File: config.mk
export PLATFORM = sky130hd
export DESIGN_NAME = reset_sequencer
export DESIGN_NICKNAME = d
export VERILOG_FILES = /design/src/rtl/reset_sequencer.sv
export SDC_FILE = /design/constraint.sdc
export NUM_CORES = 1
export LEC_CHECK = 0
export BUFFER_PORTS_ARGS = -buffer_cell sky130_fd_sc_hd__buf_4
export CORE_MARGIN = 10
export CORE_UTILIZATION = 39
export DETAILED_ROUTE_END_ITERATION = 10
export PLACE_DENSITY = 0.54
export SYNTH_ARGS = -nofsm -noshare
export SYNTH_HDL_FRONTEND = slang
export SYNTH_SLANG_ARGS = --single-unit
File: constraint.sdc
create_clock -name clock -period 5.2 [get_ports clock]
set_input_delay 1.04 -clock clock [delete_from_list [all_inputs] [get_ports clock]]
set_output_delay 1.04 -clock clock [all_outputs]
set_load 0.02 [all_outputs]
File: src/rtl/reset_sequencer.sv
// reset_sequencer: PLL-lock / button reset sequencer with peripheral-then-core release.
// Define RESET_SEQ_SWRST_EN to let sw_reset_req abort RUN (cause 3).
module reset_sequencer #(
  parameter int STRETCH_CYCLES  = 4194303,
  parameter int GAP_CYCLES      = 1024,
  parameter int DEBOUNCE_CYCLES = 65536,
  parameter bit BUTTON_LOW      = 1'b1
) (
  input  logic       clock,
  input  logic       reset,
  input  logic       lock,
  input  logic       button,
  input  logic       sw_reset_req,
  output logic       reset_periph,
  output logic       reset_core,
  output logic       ready,
  output logic [1:0] last_cause,
  output logic [7:0] lock_lost_count
);

  // state   | meaning
  // HOLD    | both resets held, waiting for lock and released button
  // STRETCH | both resets held for STRETCH_CYCLES
  // PERIPH  | peripherals released, core held for GAP_CYCLES
  // RUN     | everything released
  localparam logic [1:0] S_HOLD    = 2'd0;
  localparam logic [1:0] S_STRETCH = 2'd1;
  localparam logic [1:0] S_PERIPH  = 2'd2;
  localparam logic [1:0] S_RUN     = 2'd3;

  localparam int CNT_MAX = (STRETCH_CYCLES > GAP_CYCLES) ? STRETCH_CYCLES : GAP_CYCLES;
  localparam int CW      = $clog2(CNT_MAX + 1);
  localparam int DW      = $clog2(DEBOUNCE_CYCLES + 1);
  localparam logic [CW-1:0] STRETCH_LOAD = CW'(STRETCH_CYCLES - 1);
  localparam logic [CW-1:0] GAP_LOAD     = CW'(GAP_CYCLES - 1);
  localparam logic [DW-1:0] DB_LAST      = DW'(DEBOUNCE_CYCLES - 1);

  logic          lock_m, lock_s;
  logic          btn_raw, btn_m, btn_s;
  logic          btn_db;
  logic [DW-1:0] db_cnt;
  logic          good, sw_abort, abort;
  logic [1:0]    state, state_nxt;
  logic [CW-1:0] cnt, cnt_nxt;
  logic [1:0]    cause_nxt;
  logic [7:0]    lost_nxt;

  assign btn_raw = BUTTON_LOW ? ~button : button;

  always_ff @(posedge clock or posedge reset) begin
    if (reset) begin
      lock_m <= 1'b0;
      lock_s <= 1'b0;
      btn_m  <= 1'b0;
      btn_s  <= 1'b0;
    end else begin
      lock_m <= lock;
      lock_s <= lock_m;
      btn_m  <= btn_raw;
      btn_s  <= btn_m;
    end
  end

  // Any sample agreeing with the debounced level restarts the count.
  always_ff @(posedge clock or posedge reset) begin
    if (reset) begin
      db_cnt <= '0;
      btn_db <= 1'b0;
    end else if (btn_s == btn_db) begin
      db_cnt <= '0;
    end else if (db_cnt == DB_LAST) begin
      db_cnt <= '0;
      btn_db <= btn_s;
    end else begin
      db_cnt <= db_cnt + DW'(1);
    end
  end

  assign good = lock_s & ~btn_db;

`ifdef RESET_SEQ_SWRST_EN
  assign sw_abort = sw_reset_req & (state == S_RUN);
`else
  logic unused_sw_reset_req;
  assign unused_sw_reset_req = sw_reset_req;
  assign sw_abort = 1'b0;
`endif

  assign abort = (state != S_HOLD) & (~lock_s | btn_db | sw_abort);

  always_comb begin
    state_nxt = state;
    cnt_nxt   = cnt;
    cause_nxt = last_cause;
    lost_nxt  = lock_lost_count;
    if (abort) begin
      state_nxt = S_HOLD;
      cnt_nxt   = '0;
      if (!lock_s) begin
        cause_nxt = 2'd1;
        if (lock_lost_count != 8'hFF) lost_nxt = lock_lost_count + 8'd1;
      end else if (btn_db) begin
        cause_nxt = 2'd2;
      end
`ifdef RESET_SEQ_SWRST_EN
      else begin
        cause_nxt = 2'd3;
      end
`endif
    end else begin
      case (state)
        S_HOLD: begin
          if (good) begin
            state_nxt = S_STRETCH;
            cnt_nxt   = STRETCH_LOAD;
          end
        end
        S_STRETCH: begin
          if (cnt == '0) begin
            state_nxt = S_PERIPH;
            cnt_nxt   = GAP_LOAD;
          end else begin
            cnt_nxt = cnt - CW'(1);
          end
        end
        S_PERIPH: begin
          if (cnt == '0) state_nxt = S_RUN;
          else cnt_nxt = cnt - CW'(1);
        end
        default: ;
      endcase
    end
  end

  // Outputs are registered from the next state so they change with the state register.
  always_ff @(posedge clock or posedge reset) begin
    if (reset) begin
      state           <= S_HOLD;
      cnt             <= '0;
      reset_periph    <= 1'b1;
      reset_core      <= 1'b1;
      ready           <= 1'b0;
      last_cause      <= 2'd0;
      lock_lost_count <= 8'd0;
    end else begin
      state           <= state_nxt;
      cnt             <= cnt_nxt;
      reset_periph    <= (state_nxt == S_HOLD) | (state_nxt == S_STRETCH);
      reset_core      <= (state_nxt != S_RUN);
      ready           <= (state_nxt == S_RUN);
      last_cause      <= cause_nxt;
      lock_lost_count <= lost_nxt;
    end
  end

endmodule
# --- Word-level counts from Yosys, hierarchy flattened ---
# Index checks and enable logic that the tools add are counted.
word_totals:
  register_bits: 59
  out_inout_bits: 13
  word_cells: 58
op_classes:
  addsub: 3
  eq_ne: 11
  mux: 14
  bitwise_logic: 8
  n_reduce_logical: 9
op_table:
  columns: ["cell", "count"]
  rows:
  - ["22-bit two-way mux", 4]
  - ["22-bit case mux with 3 select lines", 1]
  - ["17-bit two-way mux", 2]
  - ["22-bit logical NOT", 1]
  - ["22-bit by 1-bit subtractor with 22-bit output (second input constant)", 1]
  - ["17-bit by 1-bit adder with 17-bit output (second input constant)", 1]
  - ["17-bit by 16-bit equality test with 1-bit output (second input constant)", 1]
  - ["2-bit two-way mux", 6]
  - ["8-bit by 1-bit adder with 8-bit output (second input constant)", 1]
  - ["8-bit inequality test (second input constant)", 1]
  - ["3-bit inequality test (second input constant)", 2]
  - ["2-bit case mux with 3 select lines", 1]
  - ["3-bit AND reduction", 2]
  - ["2-bit by 1-bit equality test with 1-bit output (second input constant)", 2]
  - ["2-bit equality test (second input constant)", 2]
  - ["2-bit logical NOT", 2]
  - ["1-bit inverter", 4]
  - ["2-bit AND reduction", 2]
  - ["4-bit nonzero test", 1]
  - ["1-bit bitwise AND", 2]
  - ["2-bit by 1-bit inequality test with 1-bit output (second input constant)", 1]
  - ["2-bit inequality test (second input constant)", 1]
  - ["1-bit bitwise OR", 2]
  - ["2-bit nonzero test", 1]
  - ["1-bit equality test", 1]

# --- Depth between registers and ports, before layout ---
# Gate-level depths: netlist (run 1).
depth:
  word_depth: 7
  depth_mapped: 10

# --- Worst setup path after synthesis (run 1) ---
# Ideal clock, no wire load.
synth_path:
  kind: "flip-flop to flip-flop"
  start: "reg cnt[4]"
  end: "reg cnt[2]"
  setup_time_ns: 0.123
  arrival_ns: 2.049
  setup_slack_ns: 3.028
  path_stages_with_launch: 9
  synth_period_minus_slack_ns: 2.172
  path_cell_list: "dfrtp_1 -> buf_6 -> or4_1 -> buf_2 -> nor4_4 -> nand2_2 -> o211ai_2 -> o21ai_0 -> o2bb2ai_1"
synth_via:
  elab_chain_len: 4
  word_cells_on_any_way: 6
  cone_classes: "eq/ne: 1; mux: 3; reduce/logical: 2"
synth_lines:
  columns: ["element", "line", "source"]
  rows:
  - ["from (decl)", "44", "logic [CW-1:0] cnt, cnt_nxt;"]
  - ["from (signal assigned)", "147", "cnt <= cnt_nxt;"]
  - ["22-bit logical NOT (*)", "119, 127", null]
  - ["22-bit two-way mux", "119", "if (cnt == '0) begin"]
  - ["22-bit case mux with 3 select lines", "111", "case (state)"]
  - ["22-bit two-way mux", "96", "if (abort) begin"]
# Every way passes the cells marked *; elsewhere a longest branch is shown, timed or not.
# A chain may end at the register's enable or synchronous reset.

# --- Worst setup path in the final report (run 1) ---
layout_path:
  start: "reg cnt[4]"
  end: "reg cnt[0]"
# Same word-level chain as after synthesis.

==> metrics, run 1 <==
status=completed; Placer Congestion=between 0.8 and 0.9; pre-CTS setup slack=approximately 2.5 ns; main flop type after synthesis=dfrtp_1; IO Count=18; largest family of logic cells by synthesized area=simple AND/OR/NAND/NOR gates; post-synthesis cell count=350; largest net degree at the start of global routing=60; clock period minus worst slack=between 2 and 3 ns; Compound-Gate Fraction of Synth Area=0.177; antenna cells=0; maxcap violations=0; nets=383; DP Area=3420 sq um; XOR/XNOR share of the synthesized area=0.0602; DP Wirelength=5.02 mm; die area=about 12000 sq um; Max Clock Skew=0.00756 ns; cts hold-fix bufs=0; H-tree depth=3; Netlist cell types=56; IO buf count=16; CP arrival=a little over 3 ns; total routed wirelength=~7.4 mm; ANT nets after route=0; Die X=roughly 110 um; Finished Core Util=0.463; worst skew pair latency=approximately 0.35 ns; Rel. slew slack=0.344; Critical Path RT=about 5.4 ns; CTS tree=done; peak supply drop=244 uV; fmax=about 360 MHz; TritonCTS Buffers=9; final setup violating endpoints=0; Clock transition at path regs=roughly 0.070 ns; Total Routing Usage GR=0.121; first-pass GRT wire length=~13 mm; Die Y=111 um; Area Overhead vs Synth=13.4%; Iter 0 DRT Violations=~180; post-synthesis simple-gate area fraction=0.225; Syn Area/Cell=approximately 9.1 sq um; total gr overflow=0; initial antenna violation count=0; RSZ-0062 raised after global routing=false; initial core utilization=0.408; setup tns final=0 ns; Sink Count=between 50 and 60; clk buf depth=2; core area=about 7800 sq um; routed len/inst=approximately 15 um; layout cell share with drive strength beyond 1=0.136; multiplexer area fraction after synthesis=0.00703; drt via density=roughly 5.5; Startpoint Class=register; largest cells by area after synthesis=dfrtp_1 45%, nor2_1 5.4%, ha_1 3.5%; Post-synth EDFFs=0; Yosys top cell by area=dfrtp_1; Synth Net Count=roughly 360; static leakage=around 1.5 nW; sequential share of the synthesized area=0.462; DR vias=about 2600; DRC=0; Synth top area share=0.445; crit-path max FO=12; Async S/R FF share, synth=1.00; post-cts resize count=0; fraction of the cycle the final worst path needs=0.535; Post-CTS Setup Bufs=0; post-synthesis adder-cell area fraction=0.0352; PwrDens=around 510 nW/um^2; Final Cell Area=roughly 3600 sq um; drt first pass iters=4; Total Power=between 0.0015 and 0.002 W; Mapped Area=3200 sq um; synth warn=0; Fin. Hold Viols=0; Hold WC Path Type=reg2reg; final slew viol count=0; #FFs+latches synth=between 50 and 60; worst slew pin tran=~0.98 ns; Clock Tree Root=clkbuf_8; crit path capture type=register; FP Rows=32; final setup margin=~2.4 ns; kind of critical path=reg2reg; vias in the first global route=2590
[cells in the final DEF (no fill, tap or decap), drive strengths merged, types with 2 or more instances in the layout]
| cell type | synthesis | layout |
|---|---|---|
| nor2b | 3 | 3 |
| or4 | 4 | 4 |
| xnor2 | 11 | 11 |
| nor4 | 9 | 9 |
| ha | 9 | 9 |
| dfstp | 2 | 2 |
| and3 | 2 | 2 |
| inv | 16 | 16 |
| nand3 | 15 | 15 |
| xor2 | 11 | 11 |
| a31oi | 5 | 5 |
| nand2 | 30 | 30 |
| a21oi | 14 | 14 |
| nand2b | 2 | 2 |
| or2 | 5 | 5 |
| clkinvlp | 0 | 3 |
| a211oi | 2 | 2 |
| clkbuf | 7 | 11 |
| or3 | 3 | 3 |
| nor3 | 15 | 15 |
| o21ai | 31 | 31 |
| o31a | 2 | 2 |
| nor3b | 3 | 3 |
| o2bb2ai | 9 | 9 |
| nor2 | 46 | 46 |
| dfrtp | 57 | 57 |
| mux2 | 2 | 2 |
| a22o | 2 | 2 |
| nand4 | 8 | 8 |
| buf | 3 | 18 |
| o22ai | 4 | 4 |
[state kept, by name (all words and copies together) (netlist names)]
name             flops
btn_db               1
btn_m                1
btn_s                1
cnt                 22
db_cnt              17
last_cause           2
lock_lost_count      8
lock_m               1
lock_s               1
ready                1
reset_core           1
reset_periph         1
state                2
[final cells by class]
| class | count | area (sq um) |
|---|---|---|
| sequential | 59 | 1480 |
| multi-input combinational | 265 | 1620 |
| timing repair buffer | 18 | 135 |
| tap | 102 | 128 |
| inverter | 16 | 60.1 |
| clock inverter | 5 | 61.3 |
| clock buffer | 11 | 151 |
| fill | 813 | 4220 |
[metrics by stage]
| stage | instances | hold slack [ns] |
|---|---|---|
| final | 476 | 0.350 |
| after global routing | 476 | 0.372 |
| after CTS | 476 | 0.354 |
| after detailed placement | 460 | 0.336 |
| after global placement | 460 | 0.331 |
| after floorplan | 350 | 0.331 |
[critical path, cell delays in order, from the launching register on]
cell,delay (ns)
dfrtp_1,0.45
or4_1,0.72
nor4_4,0.41
nand2_2,0.19
o21ai_2,0.53
a21oi_1,0.09
a32o_1,0.28
[metal layers]
metal / wire (um) / vias up / track usage
met5: 0 / - / 0
met4: 108 / 0 / 0.0518
met3: 353 / 7 / 0.0416
met2: 3350 / 60 / 0.182
met1: 3560 / 1235 / 0.154
li1: - / 1296 / -
[synthesized netlist by cell type, drive strengths merged, types with 2 or more instances]
library cell	number
dfrtp	57
nor2	46
o21ai	31
nand2	30
inv	16
nand3	15
nor3	15
a21oi	14
xnor2	11
xor2	11
ha	9
nor4	9
o2bb2ai	9
nand4	8
clkbuf	7
a31oi	5
or2	5
o22ai	4
or4	4
buf	3
nor2b	3
nor3b	3
or3	3
a211oi	2
a22o	2
and3	2
dfstp	2
mux2	2
nand2b	2
o31a	2
[cells by family after synthesis]
| group | Yosys count |
|---|---|
| AO/OA/AOI/OAI | 86 |
| XOR/XNOR | 22 |
| adder cells (fa/ha/maj) | 9 |
| buffers and inverters | 26 |
| flip-flops | 59 |
| multiplexers | 2 |
| AND/OR/NAND/NOR | 146 |
[path summary, 6_finish.rpt]
kind,startpoint,endpoint,slack [ns],cells after the start
worst max-delay path,cnt[4],cnt[0],2.42,6
worst min-delay path,lock_m,lock_s,0.35,0
worst max register to register,cnt[4],cnt[0],2.42,6
worst min register to register,lock_m,lock_s,0.35,0
max in group asynchronous,reset,cnt[4],3.81,3
min in group asynchronous,reset,db_cnt[11],0.90,3
[where the power goes]
part	internal, W	switching (W)	total [W]
Combinational	0.000265	0.000424	0.000690
Sequential	0.000574	0.000145	0.000719
Clock	0.000248	0.000199	0.000447
Total	0.00109	0.000768	0.00186
No activity file was read; power rests on OpenSTA's default activity.
==> run 2, diff against run 1 <==
- ABC_AREA: unset -> 1
- clock period: 5.2 -> 2.7 ns (I/O delays scaled with it)
==> metrics, run 2 <==
Iter 0 DRT Violations=179 (+0.56%); Async S/R FF share, synth=1.00 (unchanged); post-synthesis simple-gate area fraction=0.354 (+0.128); Synth Net Count=485 (+33%); most used cell, CP=inv_1; Startpoint Class=register; static leakage=1.96 nW (+31%); Die Y=115 um (+3.6%); Most flops, register=cnt; #FFs+latches synth=59 (unchanged); sw power=0.00180 W (+130%); clock period minus worst slack=2.00 ns (-0.783 ns); ANT nets after route=0 (unchanged); switch share=0.431 (+0.0175); largest cells by area after synthesis=dfrtp_1 41%, nand2_1 18%, nor2_1 6.7%; DP Area=3730 sq um (+9.2%); largest family of logic cells by synthesized area=simple AND/OR/NAND/NOR gates; Finished Core Util=0.454 (-0.00873); most common cell after layout, fill and taps aside=nand2_1; Rel. slew slack=0.510 (+0.166); Synth top area share=0.409 (-0.0366); Post-synth top cells=164 x nand2_1, 62 x nor2_1, 57 x dfrtp_1; core area=8720 sq um (+11%); clock power share=0.223 (-0.018); routed len/inst=12.0 um (-23%); DP Wirelength=5.22 mm (+3.9%); multiplexer area fraction after synthesis=0.00323 (-0.00381); main flop type after synthesis=dfrtp_1; Clock transition at path regs=0.07 ns (about the same); nets=508 (+33%); Critical Path RT=2.92 ns (-2.51 ns); Area Overhead vs Synth=13.5% (about the same); FP Rows=34 (+6.3%); Final Cell Area=3960 sq um (+9.0%); DR vias=2904 (+12%); crit path capture type=register; vias in the first global route=2900 (+12%); IO buf count=16 (unchanged); commonest cells after routing, fill and taps aside=164 x nand2_1, 62 x nor2_1, 57 x dfrtp_1, 46 x inv_1, 26 x nand3_1; post-synthesis adder-cell area fraction=0.0323 (-0.00289); Hold WC Path Type=in2async; post-cts resize count=0 (unchanged); layout cell share with drive strength beyond 1=0.114 (-0.0221); total routed wirelength=7.28 mm (-1.2%); Netlist cell types=36 (-36%); Post-CTS Setup Bufs=0 (unchanged); fin cells=607 (+28%); final slew viol count=0 (unchanged); Die X=115 um (+3.6%); Int Power=0.00237 W (+120%); largest net degree at the start of global routing=34 (-43%); initial antenna violation count=0 (unchanged); drt via density=4.78 (-12%); first-pass GRT wire length=13.4 mm (+6.0%); worst slew pin tran=0.735 ns (-0.245 ns); CP peak stage delay=0.44 ns (-0.28 ns); fraction of the cycle the final worst path needs=0.741 (+0.206); filler cell count=901 (+11%); clk buf depth=2 (unchanged); CP arrival=2.22 ns (-0.80 ns); Post-synth EDFFs=0 (unchanged); TritonCTS Buffers=9 (unchanged); Sequential Power Share=0.336 (-0.052); Syn Area/Cell=7.41 sq um (-19%); Hold Slack=0.282 ns (-0.0681 ns); count leader, synth=nand2_1; DRC=0 (unchanged); RSZ-0062 raised after global routing=false; maxcap violations=0 (unchanged); Sink Count=59 (unchanged); Clock Tree Root=clkbuf_8; kind of critical path=reg2reg; drt first pass iters=4 (unchanged); Compound-Gate Fraction of Synth Area=0.0513 (-0.125); Yosys top cell by area=dfrtp_1; die area=13100 sq um (+7.3%); status=completed; Mapped Area=3490 sq um (+8.9%); crit-path max FO=6 (-6); biggest regs=cnt: 22 flops, db_cnt: 17 flops, lock_lost_count: 8 flops; Max Clock Skew=0.00813 ns (+0.000570 ns); worst skew pair latency=0.34 ns (about the same); PwrDens=1050 nW/um^2 (+110%); Largest register FFs=22 (unchanged); IO Count=18 (unchanged); synth warn=0 (unchanged); initial core utilization=0.400 (-0.00800); CTS tree=done; Fin. Hold Viols=0 (unchanged); slowest cell on the critical path=dfrtp_1; setup tns final=0 ns (unchanged); cts hold-fix bufs=0 (unchanged); peak supply drop=393 uV (+61%); total gr overflow=0 (unchanged); Placer Congestion=0.855 (-1.2%); post-synthesis cell count=471 (+35%); Total Routing Usage GR=0.122 (+0.000338); fmax=500 MHz (+39%); H-tree depth=3 (unchanged); XOR/XNOR share of the synthesized area=0.0646 (+0.00438); antenna cells=0 (unchanged); Logic pwr share=0.441 (+0.069); cell count after placement=591 (+28%); final setup violating endpoints=0 (unchanged); sequential share of the synthesized area=0.424 (-0.0379); crit path cell chain=inv_1 > ha_1 > nor2_4 > inv_2 > nor2_1 > inv_1 > nor2_2 > inv_1 > o21ai_0 > nand2_1
run 2: cell count changes in the layout (fill, tap and decap cells not counted), sizes merged, moves of 6 or more:
cell / delta
nand3: +11
o2bb2ai: -9
inv: +33
nand4: +6
o21ai: -21
nand2: +137
a21oi: -6
nor2: +21
nor4: -8
run 2: cell type report:
type                            instances  area [sq um]  area share
Tap cell                              108           135      0.0341
Clock inverter                          4          72.6      0.0183
Sequential cell                        59          1480       0.374
Clock buffer                           12           155      0.0392
Inverter                               49           184      0.0465
Timing Repair Buffer                   21           170      0.0430
Multi-Input combinational cell        354          1760       0.445
run 2: critical path: cells and delay by family, from the launching register on:
kind	cells	cell delay [ns]
buffers and inverters	4	0.39
adder cells (fa/ha/maj)	1	0.26
flip-flops	1	0.44
AND/OR/NAND/NOR	4	0.63
AO/OA/AOI/OAI	1	0.17
run 2: cells by family (layout without fill, tap and decap cells):
family                     Yosys count  count (layout)
and+or+nand+nor                    291             291
DFF                                 59              59
buffers and inverters               58              86
AOI/OAI and AO/OA                   29              29
xor gates and xnor gates            24              24
adders and majority gates            9               9
muxes                                1               1
run 2: through the flow:
stage | setup slack (ns) | total power (W)
final | 0.699 | 0.00417
after global routing | 0.472 | 0.00459
after detailed placement | 0.710 | 0.00327
after global placement | 0.749 | 0.00325
after floorplan | 0.707 | 0.00284
after CTS | 0.689 | 0.00422
run 2: routing by layer:
layer  GRT usage  vias to the layer above  wire length, um
met5           0                        -                0
met2       0.194                       30             3310
li1            -                     1526                -
met1       0.155                     1338             3640
met3      0.0288                       10              225
met4      0.0476                        0              105
run 2: power groups by stage:
stage                     Clock (W)  Combinational [W]  Sequential [W]
after floorplan                   0            0.00141         0.00143
after global placement            0            0.00184         0.00141
after detailed placement          0            0.00186         0.00142
after CTS                  0.000952            0.00187         0.00140
after global routing       0.000983            0.00216         0.00145
final                      0.000930            0.00184         0.00140
run 2: path summary, 6_finish.rpt:
check	startpoint	to	slack [ns]	cells past startpoint
worst max-delay path	state[1]	lock_lost_count[6]	0.70	10
worst min-delay path	reset	lock_lost_count[0]	0.28	2
worst max register to register	state[1]	lock_lost_count[6]	0.70	10
worst min register to register	lock_m	lock_s	0.35	0
max in group asynchronous	reset	cnt[7]	1.82	3
min in group clock	lock	lock_m	0.30	1
